`src/rtl/dijkstra_ctrl.sv`:
```
// Single-source shortest-path sequencer: owns dist/visited/pred,
// feeds an external min comparator and relaxes edges from a weight RAM.
module dijkstra_ctrl #(
  parameter int N_NODES = 16,
  parameter int DW      = 14,
  parameter int WW      = 8,
  parameter int INF     = 10000
) (
  input  logic          clk,
  input  logic          reset,
  input  logic          start,
  input  logic [8:0]    src,
  output logic [4:0]    state,
  output logic [8:0]    counter,
  output logic [DW-1:0] distance,
  output logic          shortest,
  input  logic [DW-1:0] min_distance,
  input  logic [8:0]    New,
  output logic [17:0]   w_addr,
  input  logic [WW-1:0] w_data,
  input  logic [8:0]    rd_node,
  output logic [DW-1:0] rd_dist,
  output logic [8:0]    rd_pred,
  output logic          busy,
  output logic          done
);

  localparam int AW = (N_NODES > 1) ? $clog2(N_NODES) : 1;
  localparam logic [DW-1:0] INF_D = DW'(INF);
  localparam logic [8:0] LAST = 9'(N_NODES - 1);
  localparam logic [8:0] NN = 9'(N_NODES);

  typedef enum logic [4:0] {
    S_IDLE    = 5'd0,
    S_INIT    = 5'd1,
    S_SETSRC  = 5'd2,
    S_PRESCAN = 5'd3,
    S_SCAN    = 5'd4,
    S_SELECT  = 5'd5,
    S_RELAX   = 5'd6,
    S_RWAIT   = 5'd7,
    S_DONE    = 5'd8
  } state_e;

  state_e state_q, state_d;
  logic [8:0] cnt_q, cnt_d;
  logic [8:0] u_q, u_d;
  logic [AW-1:0] src_q, src_d;
  logic [17:0] wa_q, wa_d;
  logic [DW-1:0] dist_q [N_NODES];
  logic [DW-1:0] dist_d [N_NODES];
  logic [8:0] pred_q [N_NODES];
  logic [8:0] pred_d [N_NODES];
  logic [N_NODES-1:0] vis_q, vis_d;

  logic [AW-1:0] ci;
  logic [DW:0] sum;

  assign ci  = cnt_q[AW-1:0];
  // one extra bit so dist[u] + w cannot wrap before the INF check
  assign sum = {1'b0, dist_q[u_q[AW-1:0]]}
             + {{(DW+1-WW){1'b0}}, w_data};

  always_comb begin
    state_d = state_q;
    cnt_d   = cnt_q;
    u_d     = u_q;
    src_d   = src_q;
    wa_d    = wa_q;
    dist_d  = dist_q;
    pred_d  = pred_q;
    vis_d   = vis_q;
    unique case (state_q)
      S_IDLE, S_DONE: begin
        if (start) begin
          src_d = src[AW-1:0];
          cnt_d = '0;
          if (src >= NN) begin
            state_d = S_DONE;
            for (int i = 0; i < N_NODES; i++)
              dist_d[i] = INF_D;
          end else begin
            state_d = S_INIT;
          end
        end
      end
      S_INIT: begin
        dist_d[ci] = INF_D;
        vis_d[ci]  = 1'b0;
        pred_d[ci] = cnt_q;
        if (cnt_q == LAST) begin
          cnt_d   = '0;
          state_d = S_SETSRC;
        end else begin
          cnt_d = cnt_q + 9'd1;
        end
      end
      S_SETSRC: begin
        dist_d[src_q] = '0;
        state_d = S_PRESCAN;
      end
      S_PRESCAN: begin
        cnt_d   = '0;
        state_d = S_SCAN;
      end
      S_SCAN: begin
        if (cnt_q == LAST) begin
          cnt_d   = '0;
          state_d = S_SELECT;
        end else begin
          cnt_d = cnt_q + 9'd1;
        end
      end
      S_SELECT: begin
        if (min_distance == INF_D) begin
          state_d = S_DONE;
        end else begin
          u_d   = New;
          vis_d[New[AW-1:0]] = 1'b1;
          cnt_d = '0;
          wa_d  = {New, 9'd0};
          state_d = S_RELAX;
        end
      end
      S_RELAX: state_d = S_RWAIT;
      S_RWAIT: begin
        if (!vis_q[ci] && w_data != '0 &&
            sum < {1'b0, INF_D} &&
            sum < {1'b0, dist_q[ci]}) begin
          dist_d[ci] = sum[DW-1:0];
          pred_d[ci] = u_q;
        end
        if (cnt_q == LAST) begin
          cnt_d   = '0;
          state_d = S_PRESCAN;
        end else begin
          cnt_d   = cnt_q + 9'd1;
          wa_d    = {u_q, cnt_q + 9'd1};
          state_d = S_RELAX;
        end
      end
      default: state_d = S_IDLE;
    endcase
  end

  always_ff @(posedge clk or posedge reset) begin
    if (reset) begin
      state_q <= S_IDLE;
      cnt_q   <= '0;
      u_q     <= '0;
      src_q   <= '0;
      wa_q    <= '0;
      vis_q   <= '0;
      for (int i = 0; i < N_NODES; i++) begin
        dist_q[i] <= INF_D;
        pred_q[i] <= '0;
      end
    end else begin
      state_q <= state_d;
      cnt_q   <= cnt_d;
      u_q     <= u_d;
      src_q   <= src_d;
      wa_q    <= wa_d;
      vis_q   <= vis_d;
      dist_q  <= dist_d;
      pred_q  <= pred_d;
    end
  end

  assign state    = state_q;
  assign counter  = cnt_q;
  assign distance = dist_q[ci];
  assign shortest = vis_q[ci];
  assign w_addr   = wa_q;
  assign busy     = (state_q != S_IDLE) && (state_q != S_DONE);
  assign done     = (state_q == S_DONE);
  assign rd_dist  = (rd_node < NN) ? dist_q[rd_node[AW-1:0]] : INF_D;
  assign rd_pred  = (rd_node < NN) ? pred_q[rd_node[AW-1:0]] : '0;

endmodule

```
`config.mk`:
```
export PLATFORM = sky130hd
export DESIGN_NAME = dijkstra_ctrl
export DESIGN_NICKNAME = d
export VERILOG_FILES = /design/src/rtl/dijkstra_ctrl.sv
export SDC_FILE = /design/constraint.sdc
export NUM_CORES = 1
export LEC_CHECK = 0
export CAP_MARGIN = 5
export CELL_PAD_IN_SITES_DETAIL_PLACEMENT = 1
export CELL_PAD_IN_SITES_GLOBAL_PLACEMENT = 1
export CORE_MARGIN = 2
export CORE_UTILIZATION = 40
export CTS_CLUSTER_DIAMETER = 30
export DETAILED_ROUTE_END_ITERATION = 10
export GPL_TIMING_DRIVEN = 1
export PLACE_DENSITY_LB_ADDON = 0.1
export SYNTH_ARGS = -nofsm -noshare
export SYNTH_HDL_FRONTEND = slang
export SYNTH_SLANG_ARGS = --single-unit
```
`constraint.sdc`:
```
create_clock -name clk -period 24.2 [get_ports clk]
set_clock_uncertainty 0.15 [all_clocks]
set_input_delay 6.05 -clock clk [delete_from_list [all_inputs] [get_ports clk]]
set_output_delay 6.05 -clock clk [all_outputs]
set_load 0.01 [all_outputs]
```
Word level (Yosys, flattened, before mapping)
Index checks and enable logic that the tools add are counted.
Widths: inputs -> output; s select.
Word-level totals
  latch bits: 0
  memory bits (read-only): 0
  input port bits: 52
  bits in registers: 429
  memories kept: 0
  memory bits (writable): 0
Cells by class
  shift operators: 0
  eq/ne operators: 18
  div/mod/pow operators: 0
  reductions and logical operators: 27
  multiply operators: 0
  muxes and demuxes: 51
  add/subtract/negate cells: 2
  magnitude comparators: 14
  bitwise logic cells: 13
Operators with widths (number)
  $pmux 224 s4: 1
  $mux 224: 3
  $bwmux 144: 2
  $pmux 144 s2: 1
  $and 224x224->224: 1
  $bwmux 224: 1
  $not 224->224: 1
  $bmux 14 s4: 3
  $and 144x144->144: 1
  $mux 144: 1
  $not 144->144: 1
  $mux 14: 9
  $demux 14 s4: 2
  $or 80x80->80: 1
  $mux 9: 7
  $pmux 5 s8: 1
  $bmux 9 s4: 1
  $demux 9 s4: 1
  $mux 18: 2
  $pmux 18 s2: 1
  $pmux 9 s4: 1
  $pmux 16 s2: 1
  $eq 5x3->1 const B: 4
  $ge 5x5->1 const B: 4
  other kinds (40): 74

Depth between registers and ports, before layout
  word-level depth: 10
  mapped depth: 28
  mapped depth without buffers: 21

Worst setup path before layout
No wires, ideal clock.
  path kind: input port to output port
  start point: input port rd_node[0]
  end point: output port rd_dist[10]
  arrival: 8.220 ns
  path slack: 9.780 ns
  stages on the path: 5
  required time: 18.000 ns
  path buffers: 2
  path through: clkbuf_1 > buf_1 > mux4_2 > mux4_2 > or2_2
Between the ends
  longest elaborated chain between the ends: 5
  elaborated cells on any way between the ends: 6
  classes of those cells: 1 x order compare; 4 x mux; 1 x bitwise
RTL lines
  from (decl): RTL line 21  | input logic [8:0] rd_node,
  $not 4->5 (not written as such): RTL line 177  | assign rd_dist = (rd_node < NN) ? dist_q[rd_node[AW-1:0]] : INF_D;
  $bmux 14 s4: RTL line 177
  $mux 14 (not written as such) (2 in a row): RTL line 177
  $mux 14 (*): RTL line 177
  to (decl): RTL line 22  | output logic [DW-1:0] rd_dist,
Every way passes the cells marked *; elsewhere a longest branch is shown, timed or not. The select of a mux whose other input is x is not followed.

Worst setup path after layout
  start point: input port rd_node[0]
  end point: output port rd_pred[2]
Between the ends
  longest elaborated chain between the ends: 5
  elaborated cells on any way between the ends: 6
  classes of those cells: 1 x order compare; 4 x mux; 1 x bitwise
RTL lines
  $not 4->5 (not written as such): RTL line 178  | assign rd_pred = (rd_node < NN) ? pred_q[rd_node[AW-1:0]] : '0;
  $bmux 9 s4: RTL line 178
  $mux 9 (not written as such) (2 in a row): RTL line 178
  $mux 9 (*): RTL line 178
  to (decl): RTL line 23  | output logic [8:0] rd_pred,
Marks and branches as above.

==> flow_summary.toml <==
[floorplan]
initial_core_util_pct = 40.34
die_h_um = 255.8
core-area_sq_mm = 0.06285
die_w_um = 255.8
ioPinCount = 124
die_area_sq_mm = 0.06542
rows = 92

[drt]
finalWirelength_um = 103400
ant_nets = 0
vias = 21373
drc = 0
first_pass_iters = 5
via_per_inst = 6.779
drtIter0Drc = 1922
wl_per_cell_um = 32.81

[final_layout]
final_util_pct = 49.78
drive_gt1_share_pct = 27.97
areaGrowthSynthToFinish_pct = 23.40
nFillCells = 6370
fin_cells = 3153
nNetsFinal = 2290

[worst_hold_path]
hp-class = "reg2reg"
min_from = "pred_q[106]"

[global_route]
grt_pass1_vias = 22414
overflow = 0
grt.busiest_layer = "met2"
antenna_found_initial = 1
grtUsageMet3_pct = 5.991
use_met1_pct = 43.24
grt_max_degree = 167
grt_first_pass_wirelength_um = 154300
use_met2_pct = 49.86
track_usage_pct = 31.62

[clock_network]
cts_max_path_buffers = 3
post_cts_buffers = 0
ctsResizeCount = 0
clk_latency_ns = 0.68
cts.sinks = 428
cts_made_buffers = 109
cts_root_buffer = "clkbuf_16"
cts_max_level = 3
cts_tree = "yes"
postCtsHoldBufs = 0
clkTransAtPathRegs_ns = 0.05

[power_and_ir_drop]
peakVddDrop_mv = 0.06108
powerDensity_mw_per_mm2 = 86.26
p_leak_nw = 12.32

[yosys]
syn_area_sq_mm = 0.02536
synth_top_area_share_pct = 34.34
post_synth.cell_area_avg_sq_um = 12.01
syn-num-nets = 2189
synth_top_area_cell = "dfrtp_1"
ys_seq_area_share_pct = 42.64
synth.area.top_cells = "dfrtp_1 (34%), mux4_2 (22%), dfstp_2 (8.3%)"
async_reset_ff_share_pct = 100.0
synth-seq-cells = 428
ys.flop_type = "dfrtp_1"
synth_cells = 2111
ys_types = 73
synth_edf_count = 0
yosysWarnings = 0

[sta]
grt_setup_unrepaired = "false"
setup_viol = 0
fin_setup_tns_ns = 0
fin_ws_ns = 8.710
maxSlewHeadroom_pct = 14.49
finalCritPeriodShare_pct = 64.01
max_freq_mhz = 64.56
hold_ws_ns = 0.3295
finalMaxSlewViolations = 0
tightest_slew_ns = 1.278
period_minus_slack_ns = 15.49
hold_violations = 0

[worst_setup_path]
crit_arrival_ns = 9.29
worstPathRequired_ns = 18.00
r2r_end = "dist_q[181]"
endpoint_kind = "primary output"
reg2reg_depth = 25
startpoint = "rd_node[0]"
r2r_start = "u_q[0]"
critPathKind = "in2out"
crit_path_start_kind = "input pin"
crit_fanout = 50
endpoint = "rd_pred[2]"
r2r_setup_slack_ns = 14.56

[run]
maxCapViolations = 0

[run_status]
outcome = "finished, final reports clean"

[placed_design]
port_buffers = 122
dp.cells = 2947
post-place-ws_ns = 8.632
gp_congestion = 0.8743
dp_hpwl_um = 66840
worst max-delay path, cell delays in order:
cell,delay (ns)
buf_6,0.49
buf_4,0.88
mux4_2,0.61
mux4_2,0.46
nor2b_1,0.19
clkdlybuf4s50_1,0.52
power by group:
part / switching [mW] / total [mW] / internal [mW]
logic: 0.187 / 0.330 / 0.143
registers: 0.0455 / 0.820 / 0.775
clock network: 0.483 / 1.55 / 1.07
total: 0.716 / 2.70 / 1.98
logic make-up after synthesis:
logic type      Yosys count  share of synthesized area (%)
other cells               1                        0.01479
compound gates          714                          20.02
fa+ha+maj                26                          1.313
flops                   428                          42.64
buf+inv                 213                          3.444
mux                     286                          23.66
xor+xnor                 16                         0.7747
simple gates            427                          8.137
per-stage QoR:
step	power (mW)	cell area [sq um]
floorplan	1.030	25360
global placement	1.147	27320
detailed placement	1.156	27320
CTS	2.713	31290
global route	2.781	31290
finish	2.699	31290
registers in the layout, summed over array words and instances (netlist names):
| signal | count |
|---|---|
| src_q | 4 |
| state | 4 |
| counter | 9 |
| w_addr | 18 |
| vis_q | 16 |
| u_q | 9 |
| dist_q | 224 |
| pred_q | 144 |
area by class of cell:
type	instances	area, sq um	share of cell area, %
clock buffers	142	3043	9.725
inverters	32	127.6	0.4079
diodes	1	2.502	0.007998
clock inverters	63	923.4	2.951
repair buffers	171	1595	5.099
multi-input cells	1470	13720	43.84
flip-flops and latches	428	10820	34.59
well taps	846	1059	3.383
cell usage in the layout (no fill, tap or decap), types with 60 or more instances in the layout:
cell | netlist | routed
nand2_1 | 96 | 95
clkdlybuf4s50_1 | 0 | 119
a22o_1 | 117 | 117
o21ai_1 | 93 | 91
dfstp_2 | 80 | 80
mux4_2 | 249 | 249
nor2_1 | 122 | 120
clkbuf_16 | 0 | 110
o31ai_1 | 60 | 60
nor3_1 | 67 | 67
dfrtp_1 | 348 | 342
o22a_1 | 111 | 111
o21ai_0 | 141 | 141
per-layer routing:
layer | vias to the layer above | wire, um
met1 | 11488 | 42670
li1 | 8626 | -
met2 | 1017 | 49010
met3 | 242 | 7998
met4 | 0 | 3766
met5 | - | 0
synth_stat cells, types with 7 or more instances:
library cell,number
o2bb2ai_1,18
nand2_1,96
a22oi_1,7
mux2i_1,21
nor2b_1,32
a211o_1,7
o21ai_1,93
a211oi_1,20
a31oi_1,7
o31ai_1,60
dfrtp_1,348
inv_1,29
nor3_1,67
a22o_1,117
a21o_1,9
or2_2,8
and2_1,23
a21oi_1,41
o22ai_1,13
a2bb2oi_1,16
buf_1,20
mux4_2,249
dfstp_2,80
nor2_2,11
mux2_2,16
clkbuf_1,124
a32o_1,14
ha_1,25
o21ai_0,141
o21ai_2,12
o22a_1,111
nor2_1,122
xor2_1,8
nand3_1,14
and3_1,17
buf_2,29
worst min path at each step:
stage	endpoint	cells past startpoint
6_report	pred_q[106]	1
5_1_grt	pred_q[106]	1
4_1_cts	pred_q[106]	1
3_5_place_dp	w_addr[14]	2
3_3_place_gp	w_addr[9]	2
2_1_floorplan	dist_q[88]	2
Note: power is estimated with default switching activity, not from simulation.
